`config.mk`:
```
export PLATFORM = sky130hd
export DESIGN_NAME = game_dumper
export DESIGN_NICKNAME = d
export VERILOG_FILES = /design/src/rtl/nes_pkg.sv /design/src/rtl/ines_header_rom.sv /design/src/rtl/game_dumper.sv
export SDC_FILE = /design/constraint.sdc
export NUM_CORES = 1
export LEC_CHECK = 0
export CAP_MARGIN = 20
export CORE_UTILIZATION = 59
export DETAILED_ROUTE_END_ITERATION = 10
export GPL_TIMING_DRIVEN = 0
export PLACE_DENSITY = 0.88
export SLEW_MARGIN = 20
export SYNTH_ARGS = -nofsm -noshare
export SYNTH_HDL_FRONTEND = slang
export SYNTH_HIERARCHICAL = 1
export SYNTH_SLANG_ARGS = --single-unit
```
`constraint.sdc`:
```
create_clock -name clk -period 5.55 [get_ports clk]
set_input_delay 1.11 -clock clk [delete_from_list [all_inputs] [get_ports clk]]
set_output_delay 1.11 -clock clk [all_outputs]
set_load 0.03 [all_outputs]
```
`src/rtl/nes_pkg.sv`:
```
// -----------------------------------------------------------------------------
// nes_pkg
// Shared NES cartridge definitions used by the loader and the game dumper:
// the iNES magic, the SDRAM placement of CHR bank 0, the bank size exponents,
// the dumper FSM state encoding and the iNES flag byte builders.
// -----------------------------------------------------------------------------
package nes_pkg;

  localparam logic [31:0] INES_MAGIC    = 32'h4E45531A;  // "NES" + 0x1A
  localparam logic [21:0] CHR_BASE      = 22'h200000;    // loader places CHR here
  localparam int          PRG_UNIT_LOG2 = 14;            // 16 KiB PRG banks
  localparam int          CHR_UNIT_LOG2 = 13;            // 8 KiB CHR banks

  typedef enum logic [2:0] {
    ST_IDLE,
    ST_HDR,
    ST_RD_REQ,
    ST_RD_WAIT,
    ST_SEND,
    ST_DONE
  } dumper_state_t;

  // Flags 6: low mapper nibble on top, mirroring in bit 0.
  function automatic logic [7:0] ines_flags6(input logic [3:0] mapper_lo,
                                             input logic       mirroring);
    return {mapper_lo, 3'b000, mirroring};
  endfunction

  // Flags 7: high mapper nibble on top, everything else clear.
  function automatic logic [7:0] ines_flags7(input logic [3:0] mapper_hi);
    return {mapper_hi, 4'b0000};
  endfunction

endpackage

```
`src/rtl/ines_header_rom.sv`:
```
// -----------------------------------------------------------------------------
// ines_header_rom
// Combinational 16-entry iNES header byte select.
// Ports:
//   i_idx        header byte index 0..15
//   i_prg_banks  PRG size in 16 KiB units
//   i_chr_banks  CHR size in 8 KiB units
//   i_mapper     iNES mapper number
//   i_mirroring  flags6 bit 0
//   o_byte       header byte at i_idx
// -----------------------------------------------------------------------------
module ines_header_rom
  import nes_pkg::*;
(
  input  logic [3:0] i_idx,
  input  logic [7:0] i_prg_banks,
  input  logic [7:0] i_chr_banks,
  input  logic [7:0] i_mapper,
  input  logic       i_mirroring,
  output logic [7:0] o_byte
);

  // NOTE: every output of an always_comb gets a default first, so no path
  // through the case leaves it unassigned and no latch is inferred.
  always_comb begin
    o_byte = 8'h00;
    unique case (i_idx)
      4'd0:    o_byte = INES_MAGIC[31:24];
      4'd1:    o_byte = INES_MAGIC[23:16];
      4'd2:    o_byte = INES_MAGIC[15:8];
      4'd3:    o_byte = INES_MAGIC[7:0];
      4'd4:    o_byte = i_prg_banks;
      4'd5:    o_byte = i_chr_banks;
      4'd6:    o_byte = ines_flags6(i_mapper[3:0], i_mirroring);
      4'd7:    o_byte = ines_flags7(i_mapper[7:4]);
      default: o_byte = 8'h00;  // bytes 8..15 are padding
    endcase
  end

endmodule

```
`src/rtl/game_dumper.sv`:
```
// -----------------------------------------------------------------------------
// game_dumper
// Streams the loaded game image out of SDRAM as an iNES file: 16-byte header,
// then PRG bytes, then CHR bytes, one byte read per stream byte.
// Ports:
//   clk, reset          system clock, synchronous active-high reset
//   start               begin a dump (accepted in IDLE or DONE only)
//   prg_banks/chr_banks image sizes, sampled at start
//   mapper/mirroring    iNES header fields, sampled at start
//   mem_addr/mem_read   SDRAM byte read request (level, held until mem_valid)
//   mem_data/mem_valid  SDRAM read return
//   out_data/out_valid  byte stream toward the OSD co-CPU
//   out_ready           consumer accept
//   busy/done           dump in progress / dump finished
// -----------------------------------------------------------------------------
module game_dumper #(
  parameter logic [21:0] CHR_BASE      = nes_pkg::CHR_BASE,
  parameter int          PRG_UNIT_LOG2 = nes_pkg::PRG_UNIT_LOG2,
  parameter int          CHR_UNIT_LOG2 = nes_pkg::CHR_UNIT_LOG2
) (
  input  logic        clk,
  input  logic        reset,
  input  logic        start,
  input  logic [7:0]  prg_banks,
  input  logic [7:0]  chr_banks,
  input  logic [7:0]  mapper,
  input  logic        mirroring,
  output logic [21:0] mem_addr,
  output logic        mem_read,
  input  logic [7:0]  mem_data,
  input  logic        mem_valid,
  output logic [7:0]  out_data,
  output logic        out_valid,
  input  logic        out_ready,
  output logic        busy,
  output logic        done
);

  import nes_pkg::*;

  dumper_state_t r_state, w_next;

  logic [7:0]  r_prg, r_chr, r_mapper;
  logic        r_mirror;
  logic [3:0]  r_hdr_idx;
  logic        r_sec;        // 0 = PRG section, 1 = CHR section
  logic [21:0] r_addr;
  logic [21:0] r_left;       // bytes remaining in the current section
  logic [7:0]  r_data;

  logic        w_hs;
  logic        w_enter;      // leaving HDR or a data byte: evaluate section entry
  logic        w_switch;     // PRG exhausted, move to CHR
  logic [21:0] w_left_after;
  logic [21:0] w_chr_left;
  logic [7:0]  w_hdr_byte;

  ines_header_rom u_hdr (
    .i_idx       (r_hdr_idx),
    .i_prg_banks (r_prg),
    .i_chr_banks (r_chr),
    .i_mapper    (r_mapper),
    .i_mirroring (r_mirror),
    .o_byte      (w_hdr_byte)
  );

  assign w_hs         = out_valid & out_ready;
  assign w_enter      = ((r_state == ST_HDR) && w_hs && (r_hdr_idx == 4'd15)) ||
                        ((r_state == ST_SEND) && w_hs);
  assign w_left_after = (r_state == ST_SEND) ? r_left - 22'd1 : r_left;
  assign w_chr_left   = 22'(r_chr) << CHR_UNIT_LOG2;
  assign w_switch     = w_enter && (w_left_after == 22'd0) && !r_sec;

  // NOTE: sequential state uses non-blocking assignments so every register
  // samples pre-edge values, independent of statement order.
  always_ff @(posedge clk) begin
    if (reset) r_state <= ST_IDLE;
    else       r_state <= w_next;
  end

  // Section entry is resolved in one step: an empty PRG section falls straight
  // through to the CHR size check, so both empty sections end up in DONE.
  always_comb begin
    w_next = r_state;
    unique case (r_state)
      ST_IDLE, ST_DONE: if (start) w_next = ST_HDR;
      ST_HDR, ST_SEND: begin
        if (w_enter) begin
          if (w_left_after != 22'd0)              w_next = ST_RD_REQ;
          else if (w_switch && w_chr_left != 22'd0) w_next = ST_RD_REQ;
          else                                     w_next = ST_DONE;
        end
      end
      ST_RD_REQ:  w_next = ST_RD_WAIT;
      ST_RD_WAIT: if (mem_valid) w_next = ST_SEND;
      default:    w_next = ST_IDLE;
    endcase
  end

  always_comb begin
    mem_addr  = r_addr;
    mem_read  = (r_state == ST_RD_REQ) || (r_state == ST_RD_WAIT);
    out_valid = (r_state == ST_HDR) || (r_state == ST_SEND);
    busy      = out_valid || mem_read;
    done      = (r_state == ST_DONE);
    out_data  = 8'h00;
    if (r_state == ST_HDR)       out_data = w_hdr_byte;
    else if (r_state == ST_SEND) out_data = r_data;
  end

  // NOTE: the shadow registers are reset along with the counters so that the
  // header and address outputs are fully defined straight out of reset.
  always_ff @(posedge clk) begin
    if (reset) begin
      r_prg     <= '0;
      r_chr     <= '0;
      r_mapper  <= '0;
      r_mirror  <= 1'b0;
      r_hdr_idx <= '0;
      r_sec     <= 1'b0;
      r_addr    <= '0;
      r_left    <= '0;
      r_data    <= '0;
    end else begin
      unique case (r_state)
        ST_IDLE, ST_DONE: begin
          if (start) begin
            r_prg     <= prg_banks;
            r_chr     <= chr_banks;
            r_mapper  <= mapper;
            r_mirror  <= mirroring;
            r_hdr_idx <= '0;
            r_sec     <= 1'b0;
            r_addr    <= '0;
            r_left    <= 22'(prg_banks) << PRG_UNIT_LOG2;
          end
        end
        ST_HDR:     if (w_hs) r_hdr_idx <= r_hdr_idx + 4'd1;
        ST_RD_WAIT: if (mem_valid) r_data <= mem_data;
        ST_SEND:    if (w_hs) r_addr <= r_addr + 22'd1;  // wraps modulo 2^22
        default: ;
      endcase
      // A section switch overrides the address increment above.
      if (w_enter) begin
        if (w_switch) begin
          r_sec  <= 1'b1;
          r_addr <= CHR_BASE;
          r_left <= w_chr_left;
        end else begin
          r_left <= w_left_after;
        end
      end
    end
  end

endmodule

```
Word level (Yosys, flattened, before mapping)
Cells that the tools add are included.
{ "totals": {"ff_bits": 85, "inputBits": 38, "output_inout_bits": 34} }
{ "op_classes": {"add_sub_neg": 3, "n_eq_ne": 17, "mux": 26, "bitwise_logic": 1, "n_reduce_logical": 26} }
{ "ops": {"columns": ["operator", "count"], "rows": [
  ["$mux 22", 9],
  ["$pmux 8 s8", 1],
  ["$pmux 22 s2", 1],
  ["$reduce_bool 22->1", 2],
  ["$add 22x1->22 const B", 1],
  ["$logic_not 22->1", 1],
  ["$sub 22x1->22 const B", 1],
  ["$eq 4x3->1 const B", 4],
  ["$mux 8", 2],
  ["$mux 3", 5],
  ["$pmux 3 s4", 1],
  ["$eq 4x2->1 const B", 2],
  ["$mux 4", 2],
  ["$ne 2x2->1 const B", 4],
  ["$pmux 4 s2", 1],
  ["$eq 3x2->1 const B", 2],
  ["$eq 3x3->1 const B", 2],
  ["$logic_and 1x1->1", 6],
  ["$reduce_and 2->1", 3],
  ["$reduce_and 3->1", 2],
  ["$reduce_bool 2->1", 3],
  ["$add 4x1->4 const B", 1],
  ["$eq 4x1->1 const B", 1],
  ["$eq 4x4->1 const B", 1],
  ["other kinds (8)", 15]
]} }

Depth between registers and ports, before layout
{ "depth": {"ltp_word": 13, "ltp_mapped": 11, "ltp_nobuf": 9} }

Hierarchy
Netlist, hierarchy kept.
{ "modules_own_cells": {"columns": ["mod", "instances", "cells_per_inst", "area_each_um2"], "rows": [
  ["game_dumper", 1, 604, 4654.5],
  ["ines_header_rom", 1, 37, 284.0]
]} }

Worst setup path before layout
No wires, ideal clock.
{ "synth_path": {"path_kind": "input-to-reg", "from": "input port out_ready", "to": "register r_addr[19] (netlist: mem_addr[19])", "setup_ns": 0.091, "arrival_time_ns": 3.076, "required_ns": 5.459, "setup_slack_ns": 2.383, "path_stages": 7, "path_buffers": 1, "cell_sequence": "clkbuf_1 > nand4_1 > nor4b_1 > nand4_1 > nor2_1 > a31oi_1 > a311oi_1"} }
{ "synth_via": {"elab_chain_len": 8} }
{ "synth_lines": {"columns": ["element", "line", "rtl"], "rows": [
  ["start: declaration", "game_dumper.sv:34", "input logic out_ready,"],
  ["$and 1x1->1 (*)", "game_dumper.sv:67", "assign w_hs = out_valid & out_ready;"],
  ["$logic_and 1x1->1 (2 in a row)", "game_dumper.sv:68", "assign w_enter = ((r_state == ST_HDR) && w_hs && (r_hdr_idx == 4'd15)) ||"],
  ["$logic_or 1x1->1", "game_dumper.sv:68", null],
  ["$logic_and 1x1->1 (2 in a row)", "game_dumper.sv:72", "assign w_switch = w_enter && (w_left_after == 22'd0) && !r_sec;"],
  ["$mux 22", "game_dumper.sv:145", "if (w_switch) begin"],
  ["$mux 22 (*)", "game_dumper.sv:144", "if (w_enter) begin"],
  ["end signal: assignment", "game_dumper.sv:140", "ST_SEND: if (w_hs) r_addr <= r_addr + 22'd1;"],
  ["end: declaration", "game_dumper.sv:47", "logic [21:0] r_addr;"]
]} }
Mark *: on every way between the ends. The rest lies on a longest branch, timed or not.
A chain may end at the register's enable or synchronous reset.

Final worst setup path
{ "layout_path": {"from": "register r_state[2]", "to": "output port out_data[5]"} }
{ "layout_via": {"elab_chain_len": 3} }
{ "layout_lines": {"columns": ["element", "line", "rtl"], "rows": [
  ["start: declaration", "game_dumper.sv:41", "dumper_state_t r_state, w_next;"],
  ["start signal: assignment", "game_dumper.sv:78", "else r_state <= w_next;"],
  ["$eq 3x3->1", "game_dumper.sv:108", "else if (r_state == ST_SEND) out_data = r_data;"],
  ["$mux 8", "game_dumper.sv:108", null],
  ["$mux 8 (*)", "game_dumper.sv:107", "if (r_state == ST_HDR) out_data = w_hdr_byte;"],
  ["end: declaration", "game_dumper.sv:32", "output logic [7:0] out_data,"]
]} }
Marked as above.

==> flow_metrics.py <==
metrics = {
    "synthesis": {
        "synthArstFlopShare": 0,
        "synth_area_um2": 4940,
        "postSynthCellCount": 641,
        "synth-main-ff-cell": "dfxtp_1",
        "ys_seq_elements": 85,
        "synth.distinct_cells": 74,
        "ys_seq_area_frac": 0.345,
        "synth-edff-count": 0,
        "synth_nets": 682,
        "syn_area_per_cell_um2": 7.70,
        "synth_warnings": 6,
    },
    "power_and_ir_drop": {
        "p_comb_frac": 0.349,
        "ir_drop_mv": 0.272,
        "switching_share": 0.379,
        "p_clk_frac": 0.277,
        "p_int_mw": 1.16,
        "switchingPower_mw": 0.709,
        "p_leak_nw": 2.06,
        "pwr-share-seq": 0.374,
        "power_mw": 1.87,
        "powerDensity_nw_per_um2": 311,
    },
    "cells_and_area": {
        "fillers": 640,
        "post-route-cell-area_um2": 6010,
        "drive_gt1_frac": 0.0646,
        "nets": 763,
        "finalCoreUtilization": 0.736,
        "finalNonFillerCells": 832,
        "antenna_cells": 0,
        "syn_to_final_growth_pct": 21.8,
    },
    "global_route": {
        "grt_first_pass_wirelength_mm": 23.7,
        "grt_overflow": 0,
        "grt_usage": 0.344,
        "antenna_found_initial": 0,
        "grt_pass1_vias": 4880,
        "grt_max_degree": 16,
    },
    "sta": {
        "timing.fmax_ghz": 0.219,
        "tightest_slew_ns": 0.824,
        "grt_setup_unrepaired": "no",
        "hold_viol": 0,
        "slew_viol_final": 0,
        "period_share": 0.822,
        "skew_ns": 0.0114,
        "slew_headroom": 0.448,
        "fin_tns_setup_ns": 0,
        "min_period_ns": 4.56,
        "setup_viol": 0,
        "fin_hold_ws_ns": 0.459,
        "setup_ws_ns": 0.989,
    },
    "place": {
        "io_buffers": 70,
        "place_inst": 816,
        "dp_slack_ns": 1.06,
        "place_congestion": 0.975,
        "placed_area_um2": 5780,
        "dp_hpwl_mm": 10.9,
    },
    "clocking": {
        "htree_levels": 3,
        "cts_resized": 0,
        "cts_hold_buf": 0,
        "clock-sinks": 85,
        "clockBufferDepth": 2,
        "postCtsSetupBuffers": 0,
        "cts_tree": "built",
        "root_buffer": "clkbuf_8",
        "clk_latency_ns": 0.36,
        "cts_buffers": 9,
        "clkSlewWorstSetupHoldPaths_ns": 0.09,
    },
    "worst_hold_path": {
        "hold_path.startpoint": "r_mapper[1]$_SDFFE_PP0P_",
        "holdCritPathClass": "flip-flop to flip-flop",
    },
    "setup_path": {
        "start_kind": "flip-flop",
        "required_ns": 4.44,
        "critPathLaunch": "r_state[2]$_SDFFE_PP0P_",
        "path_max_fanout": 10,
        "crit_type": "flip-flop to primary output",
        "arrival_ns": 3.45,
        "cp-end-kind": "primary output",
        "r2r_start": "r_left[0]$_SDFFE_PP0P_",
    },
    "flow_run": {
        "max_cap_violations": 0,
    },
    "die": {
        "die_w_um": 93.5,
        "coreArea_um2": 8180,
        "die_area_um2": 8740,
        "row_count": 33,
        "start_util": 0.604,
        "io_pins": 72,
        "dieHeight_um": 93.5,
    },
    "routing": {
        "wl_per_cell_um": 17.8,
        "routed_via_density": 6.47,
        "wl_mm": 14.8,
        "drtIter0Drc": 407,
        "drtAntennaViolNets": 0,
        "vias": 5387,
        "drcViolationCount": 0,
        "drtPass1Iterations": 5,
    },
    "status": {
        "status": "completed",
    },
}
-- cells by family after synthesis --
| family | synth area share |
|---|---|
| buffers and inverters | 0.0618 |
| adder cells (fa/ha/maj) | 0.00760 |
| multiplexers | 0.0279 |
| AO/OA/AOI/OAI | 0.266 |
| AND/OR/NAND/NOR | 0.280 |
| XOR/XNOR | 0.0124 |
| flip-flops | 0.345 |
-- area by class of cell --
type | instances | area (um^2) | area share
multi-input combinational | 487 | 2940 | 0.489
timing repair buffer | 70 | 701 | 0.117
inverter | 20 | 75.1 | 0.0125
buffer | 49 | 230 | 0.0383
clock buffer | 10 | 138 | 0.0229
clock inverter | 6 | 93.8 | 0.0156
tap | 105 | 131 | 0.0218
sequential | 85 | 1700 | 0.283
-- critical path, stage by stage, from the launching register on --
cell	delay, ns
dfxtp_1	0.35
buf_2	0.23
nor3b_1	0.67
clkbuf_1	0.46
clkbuf_1	0.46
a22o_1	0.23
clkdlybuf4s50_1	0.69
-- power by group through the flow --
stage / clock [mW] / sequential [mW] / combinational, mW
6_report: 0.518 / 0.700 / 0.654
5_1_grt: 0.546 / 0.706 / 0.702
4_1_cts: 0.516 / 0.698 / 0.635
3_5_place_dp: 0 / 0.712 / 0.629
3_3_place_gp: 0 / 0.711 / 0.610
2_1_floorplan: 0 / 0.698 / 0.442
-- flip-flops by register name, indices dropped and copies added (netlist names) --
name and count:
mem_addr 22, r_chr 8, r_data 8, r_hdr_idx 4, r_left 22, r_mapper 8, r_mirror 1, r_prg 8
r_sec 1, r_state 3
-- worst paths after layout --
path	to	slack, ns	cells after the start
hold / removal	r_mapper[1]$_SDFFE_PP0P_	0.46	2
hold reg to reg	r_mapper[1]$_SDFFE_PP0P_	0.46	2
setup / recovery	out_data[5]	0.99	6
setup reg to reg	r_left[8]$_SDFFE_PP0P_	1.90	11
-- layer usage --
metal,global-route usage,share of wire
met5,0,0
met4,0.132,0.026
met3,0.0561,0.084
met2,0.554,0.46
met1,0.460,0.43
-- synth_stat cells, types with 5 or more instances --
master	count	area [um^2]
nand3_1	20	100
mux2i_1	7	70.1
o41ai_1	5	43.8
or4_1	6	45.0
nor3_1	15	75.1
inv_1	20	75.1
and3_1	10	62.6
a311oi_1	10	87.6
clkbuf_1	34	128
a22o_1	11	96.3
a31oi_1	11	68.8
a21oi_1	67	335
and4_1	6	52.6
o31ai_1	5	37.5
nand2_1	101	379
nor3b_1	6	45.0
o21ai_0	34	170
a22oi_1	5	37.5
or3_1	9	56.3
nor2_1	40	150
nand4_1	18	113
nor4_1	14	87.6
dfxtp_1	85	1700
a211oi_1	8	60.1
-- layout by cell type (no fill, tap or decap), drive strengths merged, types with 6 or more instances in the layout --
cell / netlist / final
clkdlybuf4s50: 0 / 70
nor3: 15 / 15
and3: 10 / 10
nand2: 102 / 102
nor2: 40 / 40
a21oi: 67 / 67
a22o: 11 / 11
or3: 9 / 9
mux2i: 7 / 7
dfxtp: 85 / 85
a211oi: 8 / 8
and4: 6 / 6
a311oi: 10 / 10
nand4: 19 / 19
nor3b: 6 / 6
clkbuf: 34 / 44
nand3: 20 / 20
nor4: 15 / 15
inv: 20 / 22
a31oi: 12 / 12
o21ai: 37 / 37
or4: 8 / 8
buf: 15 / 15
o31ai: 6 / 6
Note: power is estimated with default switching activity, not from simulation.
